**src/rtl/seq_pkg.sv**
```systemverilog
// Shared types and constants for the instruction sequencer and the compute unit it feeds.
package seq_pkg;

  localparam int unsigned INSTR_W = 16;

  typedef enum logic [1:0] {
    StIdle,
    StLoad,
    StRun,
    StDone
  } seq_state_e;

  localparam logic [3:0] OpNop  = 4'h0;
  localparam logic [3:0] OpLoad = 4'h1;
  localparam logic [3:0] OpAdd  = 4'h2;
  localparam logic [3:0] OpSub  = 4'h3;
  localparam logic [3:0] OpAnd  = 4'h4;
  localparam logic [3:0] OpOr   = 4'h5;
  localparam logic [3:0] OpNot  = 4'h6;
  localparam logic [3:0] OpXor  = 4'h7;

endpackage

```
**src/rtl/seq_prog_mem.sv**
```systemverilog
// Program buffer: synchronous write, combinational read, contents not reset.
module seq_prog_mem
  import seq_pkg::*;
#(
  parameter int unsigned DEPTH  = 16,
  parameter int unsigned ADDR_W = 4
) (
  input  logic               clk,
  input  logic               we,
  input  logic [ADDR_W-1:0]  waddr,
  input  logic [INSTR_W-1:0] wdata,
  input  logic [ADDR_W-1:0]  raddr,
  output logic [INSTR_W-1:0] rdata
);

  logic [INSTR_W-1:0] mem [DEPTH];

  always_ff @(posedge clk) begin
    if (we) begin
      mem[waddr] <= wdata;
    end
  end

  assign rdata = mem[raddr];

endmodule

```
**src/rtl/instr_sequencer.sv**
```systemverilog
// Byte-stream program loader and one-word-per-cycle replayer for the compute unit.
// Optional feature: define SEQ_LOOP_EN to make replay wrap to word 0 until halted.
module instr_sequencer
  import seq_pkg::*;
#(
  parameter int unsigned DEPTH  = 16,
  parameter int unsigned ADDR_W = 4
) (
  input  logic               clk,
  input  logic               rstn,
  input  logic [7:0]         byte_in,
  input  logic               byte_valid,
  input  logic               load_mode,
  input  logic               start,
  input  logic               halt,
  output logic [INSTR_W-1:0] instruction,
  output logic               en,
  output logic [ADDR_W-1:0]  pc,
  output logic [ADDR_W:0]    prog_len,
  output logic               busy,
  output logic               done,
  output logic               overflow
);

  localparam logic [ADDR_W:0] FullLen = (ADDR_W + 1)'(DEPTH);

  seq_state_e         state;
  logic               hi_phase;  // next byte is the upper half of a word
  logic [7:0]         hi_byte;
  logic [ADDR_W:0]    idx;       // next word to issue in RUN
  logic               full;
  logic               last;
  logic               we;
  logic [ADDR_W-1:0]  raddr;
  logic [INSTR_W-1:0] rdata;

  always_comb begin
    full  = (prog_len == FullLen);
    last  = (idx == prog_len);
    we    = (state == StLoad) && load_mode && byte_valid && !full && !hi_phase;
    // Outside an active issue slot the read port parks on word 0, ready for a start or wrap.
    raddr = ((state == StRun) && !last) ? idx[ADDR_W-1:0] : '0;
  end

  seq_prog_mem #(
    .DEPTH (DEPTH),
    .ADDR_W(ADDR_W)
  ) u_mem (
    .clk  (clk),
    .we   (we),
    .waddr(prog_len[ADDR_W-1:0]),
    .wdata({hi_byte, byte_in}),
    .raddr(raddr),
    .rdata(rdata)
  );

  always_ff @(posedge clk) begin
    if (!rstn) begin
      state       <= StIdle;
      instruction <= '0;
      en          <= 1'b0;
      pc          <= '0;
      prog_len    <= '0;
      busy        <= 1'b0;
      done        <= 1'b0;
      overflow    <= 1'b0;
      hi_phase    <= 1'b1;
      hi_byte     <= '0;
      idx         <= '0;
    end else begin
      case (state)
        StIdle, StDone: begin
          if (load_mode) begin
            state    <= StLoad;
            prog_len <= '0;
            overflow <= 1'b0;
            hi_phase <= 1'b1;
            done     <= 1'b0;
          end else if (start && (prog_len != '0)) begin
            state       <= StRun;
            instruction <= rdata;
            en          <= 1'b1;
            pc          <= '0;
            idx         <= (ADDR_W + 1)'(1);
            busy        <= 1'b1;
            done        <= 1'b0;
          end
        end
        StLoad: begin
          if (!load_mode) begin
            state    <= StIdle;
            hi_phase <= 1'b1;
          end else if (byte_valid) begin
            if (full) begin
              overflow <= 1'b1;
            end else if (hi_phase) begin
              hi_byte  <= byte_in;
              hi_phase <= 1'b0;
            end else begin
              prog_len <= prog_len + 1'b1;
              hi_phase <= 1'b1;
            end
          end
        end
        StRun: begin
          if (halt) begin
            state       <= StIdle;
            en          <= 1'b0;
            instruction <= '0;
            busy        <= 1'b0;
          end else if (last) begin
`ifdef SEQ_LOOP_EN
            instruction <= rdata;
            pc          <= '0;
            idx         <= (ADDR_W + 1)'(1);
`else
            state       <= StDone;
            en          <= 1'b0;
            instruction <= '0;
            busy        <= 1'b0;
            done        <= 1'b1;
`endif
          end else begin
            instruction <= rdata;
            pc          <= idx[ADDR_W-1:0];
            idx         <= idx + 1'b1;
          end
        end
        default: state <= StIdle;
      endcase
    end
  end

endmodule

```
**config.mk**
```make
export PLATFORM = sky130hd
export DESIGN_NAME = instr_sequencer
export DESIGN_NICKNAME = d
export VERILOG_FILES = /design/src/rtl/seq_pkg.sv /design/src/rtl/seq_prog_mem.sv /design/src/rtl/instr_sequencer.sv
export SDC_FILE = /design/constraint.sdc
export NUM_CORES = 1
export LEC_CHECK = 0
export ABC_AREA = 1
export BUFFER_PORTS_ARGS = -buffer_cell sky130_fd_sc_hd__buf_4
export CAP_MARGIN = 20
export CORE_AREA = 2 2 170 172
export CTS_CLUSTER_SIZE = 12
export DETAILED_ROUTE_END_ITERATION = 16
export DIE_AREA = 0 0 172 174
export PLACE_DENSITY = 0.66
export SLEW_MARGIN = 25
export SYNTH_ARGS = -nofsm -noshare
export SYNTH_HDL_FRONTEND = slang
export SYNTH_SLANG_ARGS = --single-unit
```
**constraint.sdc**
```tcl
create_clock -name clk -period 3 [get_ports clk]
set_input_delay 0.45 -clock clk [delete_from_list [all_inputs] [get_ports clk]]
set_output_delay 0.45 -clock clk [all_outputs]
set_load 0.005 [all_outputs]
```
==> results of run 1 <==
flip-flops by register name (all words and copies together) (netlist names):
name         flops
state            2
overflow         1
done             1
hi_phase         1
instruction     16
pc               4
u_mem.mem      256
busy             1
prog_len         5
idx              5
hi_byte          8
cells in the final DEF (no fill, tap or decap), types with 3 or more instances in the layout:
cell type / count
a211oi_1: 3
edfxtp_1: 256
a21oi_1: 37
nor2_1: 53
nor3_1: 6
clkinv_2: 4
xnor2_1: 3
a21boi_1: 10
nor2_2: 18
buf_4: 65
clkbuf_8: 5
inv_1: 55
nand3_1: 280
buf_12: 5
dfxtp_1: 44
clkbuf_16: 31
o21ai_0: 19
nand2_1: 264
inv_2: 3
a21boi_0: 6
clkbuf_1: 16
ha_1: 7
worst register-to-register path, delay by kind of cell, from the launching register on:
kind | cells | cell delay (ns)
simple gates | 6 | 1.31
buf+inv | 3 | 0.47
flops | 1 | 0.43
fa+ha+maj | 1 | 0.26
worst paths after layout:
path,to,cells after the start,start
hold / removal,hi_phase,2,rstn
hold reg to reg,pc[3],2,pc[3]
setup / recovery,u_mem.mem[6][3],10,prog_len[0]
setup reg to reg,u_mem.mem[6][3],10,prog_len[0]
layout make-up:
class	instances	share of cell area
clock buffers	52	0.0638
repair buffers	70	0.0415
flip-flops and latches	300	0.604
inverters	59	0.0157
clock inverters	5	0.00194
multi-input cells	720	0.239
well taps	384	0.0339
through the flow:
step	util	std cells	instance area, um2	power, uW
5_1_grt	0.502	1590	14200	10200
3_5_place_dp	0.469	1533	13200	6370
2_1_floorplan	-	1146	12500	5790
3_3_place_gp	0.469	1533	13200	6360
4_1_cts	0.502	1590	14200	9890
6_report	0.502	1590	14200	9850
cells by family (layout without fill, tap and decap cells):
group           after synthesis  after routing  synth area share
flops                       300            300             0.684
simple gates                628            628             0.219
buf+inv                     126            186            0.0494
compound gates               81             81            0.0375
xor+xnor                      4              4           0.00280
fa+ha+maj                     7              7           0.00700
layer usage:
layer  vias up  wire length (um)  share of wire  track usage
li1       4080                 -              -            -
met1      4319             14300           0.43        0.333
met2       396             15100           0.46        0.337
met3        51              2860          0.086       0.0337
met4         0               914          0.028       0.0686
met5         -                 0              0            0
power groups by stage:
stage	sequential (uW)	clock, uW	combinational [uW]
final	4840	3550	1460
after global routing	4850	3740	1600
after CTS	4840	3600	1450
after detailed placement	4920	0	1440
after global placement	4920	0	1440
after floorplan	4850	0	939
==> flow_metrics.tcl, run 1 <==
set metrics [dict create \
    ant_nets 0 \
    required_ns 3.25 \
    period_share 0.924 \
    clk_pin_slew_ns 0.06 \
    max-cap-violations 0 \
    post-place-ws_ns 0.242 \
    tightest_slew_ns 1.05 \
    multi_input_area_um2 3390 \
    synthTopCellsByArea "edfxtp_1 (61%), nand3_1 (11%), nand2_1 (8.0%)" \
    rsz0062_at_grt "no" \
    cp.arrival_ns 3.02 \
    hpwl_mm 20.3 \
    htreeDepth 1 \
    synth_cell_types 31 \
    grt_overflow_total 0 \
    yosysSeqAreaShare 0.684 \
    p_comb_frac 0.148 \
    yosys-top-cells-count "nand3_1 (280), nand2_1 (266), edfxtp_1 (256)" \
    crit_top_cell "nand2_1" \
    cts_tree "yes" \
    hold_viol 0 \
    grt_first_pass_wirelength_mm 50.3 \
    grt_pass1_vias 8088 \
    die_w_um 172 \
    drc 0 \
    clock-root-buffer "clkbuf_16" \
    drt-initial-drc-count 1086 \
    drive_above_1_share 0.113 \
    startpoint_type "flop" \
    seqCellArea_um2 8570 \
    crit_fanout 14 \
    ys_ff_latch 300 \
    critPathKind "flop to flop" \
    cts_setup_buffers 0 \
    synth.net_count 1167 \
    maxClockFrequency_mhz 361 \
    clock-sinks 300 \
    p_sw_frac 0.275 \
    cts_hold_buf 0 \
    cp_top_family "simple AND/OR/NAND/NOR gates" \
    cts_resized 0 \
    p_int_uw 7140 \
    synth_flop_cell "edfxtp_1" \
    core-area_um2 28200 \
    relSlewSlack 0.297 \
    num_io_pins 43 \
    track_usage 0.223 \
    fin_tns_setup_ns 0 \
    dieArea_um2 29900 \
    die_h_um 174 \
    fin_nets 1203 \
    clkLatencyLatePin_ns 0.56 \
    yosysWarnings 0 \
    drt-pass1-iter-count 5 \
    slowest_stage "nor3_1" \
    cp_slowest_stage_delay_ns 0.48 \
    r2r_slack_ns 0.23 \
    grt_max_degree 113 \
    power.leakage_uw 0.00524 \
    vias_per_cell 5.56 \
    cp_num_buf_inv 3 \
    fin_ws_ns 0.228 \
    initial_utilization 0.443 \
    synth_top_area_frac 0.614 \
    place.gp.congestion 0.893 \
    fill_cells 2567 \
    net-switching-power_uw 2710 \
    antenna_found_initial 1 \
    timing.hold.ws_ns 0.210 \
    status "finished, final reports clean" \
    port_buffers 42 \
    wl_mm 33.2 \
    skew_ns 0.0191 \
    slew_viol_final 0 \
    cts.path.max_buffers 3 \
    syn-instance-count 1146 \
    via_count 8846 \
    power.share.clock 0.360 \
    seqPwrFrac 0.491 \
    irDropWorstVdd_mv 0.675 \
    antennaDiodeCount 0 \
    crit_chain "inv_1 > ha_1 > nand2_1 > nor2_1 > inv_1 > nand2_1 > nor3_1 > nand2_1 > nor2_2 > buf_4" \
    worstSetupEndpointType "flop" \
    cts_buffers 31 \
    async_flop_share 0 \
    row_count 62 \
    yosysMostFrequentCell "nand3_1" \
    hold_path_class "input pin to flop" \
    yosysTopAreaCell "edfxtp_1" \
    finalCriticalPeriod_ns 2.77 \
    synth_edf_count 256 \
    setup_viol 0 \
    netlist_area_um2 12500 \
    p_per_area_nw_per_um2 695 \
    area_delta_synth_final_pct 13.3 \
    post_drt_wl_per_cell_um 20.9 \
    avgSynthCellArea_um2 10.9 \
]
Power figures use the tool's default switching activity.
==> run 2: changes to the inputs <==
Settings changed: ABC_CLOCK_PERIOD_IN_PS set to 3000, GPL_TIMING_DRIVEN set to 0.
==> flow_metrics.tcl, run 2 (synthesis gave the netlist of run 1 again) <==
set metrics [dict create \
    p_per_area_nw_per_um2 685 \
    max-cap-violations 0 \
    tightest_slew_ns 0.957 \
    setup_viol 0 \
    core-area_um2 28200 \
    fin_tns_setup_ns 0 \
    critPathCapture "u_mem.mem[15][2]" \
    grt_pass1_vias 8468 \
    critPathKind "flop to flop" \
    dieArea_um2 29900 \
    track_usage 0.227 \
    cts_tree "yes" \
    period_share 0.934 \
    worstSetupEndpointType "flop" \
    relSlewSlack 0.361 \
    r2r-start "prog_len[0]" \
    top_register "u_mem.mem" \
    drive_above_1_share 0.129 \
    hpwl_mm 22.5 \
    place.gp.congestion 0.853 \
    crit_fanout 10 \
    hold_viol 0 \
    fin_nets 1250 \
    port_buffers 42 \
    drt-pass1-iter-count 5 \
    cp.arrival_ns 3.08 \
    hold_start "rstn" \
    required_ns 3.28 \
    clock-sinks 300 \
    slew_viol_final 0 \
    layout_commonest_cell "nand3_1" \
    hold_path_class "input pin to flop" \
    drt-initial-drc-count 991 \
    maxClockFrequency_mhz 357 \
    initial_utilization 0.443 \
    cts_hold_buf 0 \
    largest_reg_flops 256 \
    die_w_um 172 \
    startpoint_type "flop" \
    clkLatencyLatePin_ns 0.57 \
    num_io_pins 43 \
    row_count 62 \
    setup.worst_path.start "prog_len[0]" \
    r2r_slack_ns 0.20 \
    finalPower_uw 9920 \
    cts.path.max_buffers 3 \
    skew_ns 0.0177 \
    fill_cells 2514 \
    grt_overflow_total 0 \
    finalCriticalPeriod_ns 2.80 \
    grt_max_degree 18 \
    fin_ws_ns 0.197 \
    post_drt_wl_per_cell_um 20.5 \
    clk_pin_slew_ns 0.06 \
    postLayoutCoreUtil 0.513 \
    area_delta_synth_final_pct 15.6 \
    antenna_found_initial 0 \
    antennaDiodeCount 0 \
    drc 0 \
    irDropWorstVdd_mv 0.453 \
    rsz0062_at_grt "no" \
    post-place-ws_ns -0.182 \
    layout_common_cells "nand3_1 (280), nand2_1 (265), edfxtp_1 (256)" \
    ant_nets 0 \
    timing.hold.ws_ns 0.197 \
    die_h_um 174 \
    wl_mm 33.5 \
    cts_buffers 31 \
    htreeDepth 1 \
    via_count 8951 \
    clock-root-buffer "clkbuf_16" \
    top_regs "u_mem.mem (256), instruction (16), hi_byte (8)" \
    r2r_end "u_mem.mem[15][2]" \
    power.leakage_uw 0.00536 \
    vias_per_cell 5.47 \
    status "finished, final reports clean" \
    grt_first_pass_wirelength_mm 50.5 \
    ff2ff_path_depth 10 \
]
run 2: cell types whose count changed in the layout (fill, tap and decap cells not counted), sizes merged:
cell | previous run | this run
clkinvlp | 0 | 1
clkbuf | 52 | 66
inv | 59 | 60
clkinv | 5 | 6
buf | 70 | 99
run 2: final cells by class:
class	instances	area, um2	share of cell area
plain buffers	67	402	0.0277
clock buffers	48	870	0.0601
clock inverters	8	41.3	0.00285
inverters	59	221	0.0153
multi-input cells	720	3450	0.238
flip-flops and latches	300	8570	0.592
well taps	384	480	0.0332
repair buffers	50	440	0.0304
run 2: metal layers:
layer | routed length [um] | vias up | GRT usage | share of wire
met1 | 14200 | 4373 | 0.324 | 0.42
met3 | 2690 | 44 | 0.0392 | 0.080
li1 | - | 4175 | - | -
met2 | 16000 | 359 | 0.362 | 0.48
met5 | 0 | - | 0 | 0
met4 | 649 | 0 | 0.0578 | 0.019
run 2: stage by stage:
step / cell area [um2] / instances
global route: 14500 / 1636
detailed placement: 13400 / 1576
finish: 14500 / 1636
CTS: 14400 / 1632
floorplan: 12500 / 1146
global placement: 13300 / 1572
run 2: worst min path at each step:
stage	end	slack, ns	cells past startpoint
final	done	0.20	3
after global routing	hi_byte[7]	0.20	3
after CTS	done	0.18	3
after detailed placement	instruction[6]	0.46	2
after global placement	done	0.44	2
after floorplan	done	0.44	2
run 2: critical path, cell delays in order (launching register included):
cell and delay, ns:
dfxtp_1 0.47, inv_1 0.16, ha_1 0.25, nand2_1 0.12
nor2_1 0.07, inv_1 0.08, nand2_1 0.10, nor3_2 0.29
nand2_1 0.35, nor2_4 0.41, buf_6 0.21
run 2: repair_timing:
item | in CTS | in global routing
buffers inserted | 0 | 4
resized for setup | 12 | 13
setup endpoints to repair | 191 | 218
pin swaps | 0 | 4
run 2: where the power goes:
group	switching, uW	internal, uW
logic	1110	469
registers	155	4670
clock network	1540	1970
==> run 3: changes to the inputs <==
Settings changed: CORE_AREA 2 2 170 172 to 2 2 148 150, DIE_AREA 0 0 172 174 to 0 0 150 152, MAX_ROUTING_LAYER set to met4, PLACE_DENSITY 0.66 to 0.82.
==> flow_metrics.tcl, run 3 (synthesis gave the netlist of run 1 again) <==
set metrics [dict create \
    fin_ws_ns -0.0317 \
    largest_reg_flops 256 \
    post_drt_wl_per_cell_um 21.7 \
    initial_utilization 0.586 \
    dieArea_um2 22800 \
    p_per_area_nw_per_um2 689 \
    area_delta_synth_final_pct 13.6 \
    via_count 9182 \
    fin_tns_setup_ns -0.439 \
    relSlewSlack 0.362 \
    place_area_um2 13300 \
    critPathKind "flop to flop" \
    place.gp.congestion 1.01 \
    routed.top_layer "met4" \
    r2r_slack_ns -0.03 \
    crit_top_cell "nand2_1" \
    violations "setup timing" \
    postLayoutCoreUtil 0.666 \
    cp_num_buf_inv 2 \
    drc 0 \
    drt-pass1-iter-count 6 \
    cp_top_family "simple AND/OR/NAND/NOR gates" \
    wl_met2_mm 16.0 \
    tightest_slew_ns 0.956 \
    timing.hold.ws_ns 0.197 \
    core-area_um2 21400 \
    worstSetupEndpointType "flop" \
    hold_viol 0 \
    cp_slowest_stage_delay_ns 0.77 \
    grt_max_degree 18 \
    cp.arrival_ns 3.21 \
    cts.path.max_buffers 3 \
    startpoint_type "flop" \
    die_h_um 152 \
    drt-met1-wl_mm 12.2 \
    drt-initial-drc-count 1139 \
    top_register "u_mem.mem" \
    drive_above_1_share 0.121 \
    clock-root-buffer "clkbuf_16" \
    top_regs "u_mem.mem (256), instruction (16), hi_byte (8)" \
    finalCriticalPeriod_ns 3.03 \
    antenna_found_initial 0 \
    layout_commonest_cell "nand3_1" \
    die_w_um 150 \
    hpwl_mm 21.9 \
    setup_viol 16 \
    slew_viol_final 0 \
    cts_hold_buf 0 \
    irDropWorstVdd_mv 0.598 \
    crit_fanout 16 \
    clk_pin_slew_ns 0.06 \
    skew_ns 0.0210 \
    grt_overflow_total 0 \
    clock-sinks 300 \
    slowest_stage "nor2_2" \
    status "finished with violations" \
    vias_per_cell 6.02 \
    max-cap-violations 0 \
    power.leakage_uw 0.00531 \
    rsz0062_at_grt "yes" \
    track_usage 0.299 \
    wl_mm 33.0 \
    fin_nets 1246 \
    ant_nets 0 \
    met3_length_mm 3.44 \
    postLayoutCellArea_um2 14200 \
    cts_tree "yes" \
    layout_common_cells "nand3_1 (280), nand2_1 (266), edfxtp_1 (256)" \
    port_buffers 42 \
    antennaDiodeCount 0 \
    num_io_pins 43 \
    grt_pass1_vias 8735 \
    clkLatencyLatePin_ns 0.56 \
    period_share 1.01 \
    htreeDepth 1 \
    crit_chain "inv_1 > ha_1 > nand2_1 > nor2_1 > inv_1 > nand2_1 > nor3_2 > nand2_1 > nor2_2" \
    maxClockFrequency_mhz 330 \
    hold_path_class "input pin to flop" \
    required_ns 3.18 \
    grt_first_pass_wirelength_mm 49.2 \
    row_count 54 \
    cts_buffers 30 \
]
run 3: cell types whose count changed in the layout (fill, tap and decap cells not counted), sizes merged:
cell / before / now
clkinvlp: 1 / 0
inv: 60 / 59
buf: 99 / 96
clkbuf: 66 / 64
run 3: final timing paths:
check	from	end	depth (start not counted)
setup reg to reg	prog_len[0]	u_mem.mem[5][12]	9
setup / recovery	prog_len[0]	u_mem.mem[5][12]	9
hold / removal	rstn	pc[1]	3
hold reg to reg	done	done	2
run 3: where the power goes:
part / internal [uW] / switching [uW] / leakage (uW)
sequential: 4670 / 180 / 0.00269
clock: 1910 / 1480 / 0.000422
combinational: 469 / 1090 / 0.00219
run 3: metal layers:
metal,up-vias,GRT usage
li1,4160,-
met1,4362,0.389
met2,567,0.474
met3,93,0.0529
met4,0,0.113
met5,-,-
run 3: repair_timing:
action,4_1_cts,5_1_grt
setup endpoints to repair,196,84
buffers inserted,0,1
gates resized for setup,10,2
gates cloned,0,0
pin swaps,0,1
run 3: layout make-up:
type | count | area [um2]
clock inverters | 6 | 26.3
plain buffers | 67 | 397
repair buffers | 47 | 388
clock buffers | 46 | 842
multi-input cells | 720 | 3430
flip-flops and latches | 300 | 8570
well taps | 280 | 350
fillers | 1594 | 7130
inverters | 59 | 221
run 3: worst register-to-register path, delay by kind of cell, from the launching register on:
kind | cells | cell delay, ns
adder cells (fa/ha/maj) | 1 | 0.27
buffers and inverters | 2 | 0.26
flip-flops | 1 | 0.47
AND/OR/NAND/NOR | 6 | 1.66
run 3: per-stage QoR:
| stage | total power (uW) | worst slack [ns] | std cells |
|---|---|---|---|
| floorplan | 5790 | 0.427 | 1146 |
| global placement | 6380 | -0.622 | 1468 |
| detailed placement | 6420 | -0.189 | 1472 |
| CTS | 9730 | 0.0406 | 1524 |
| global route | 10100 | -0.225 | 1525 |
| finish | 9800 | -0.0317 | 1525 |
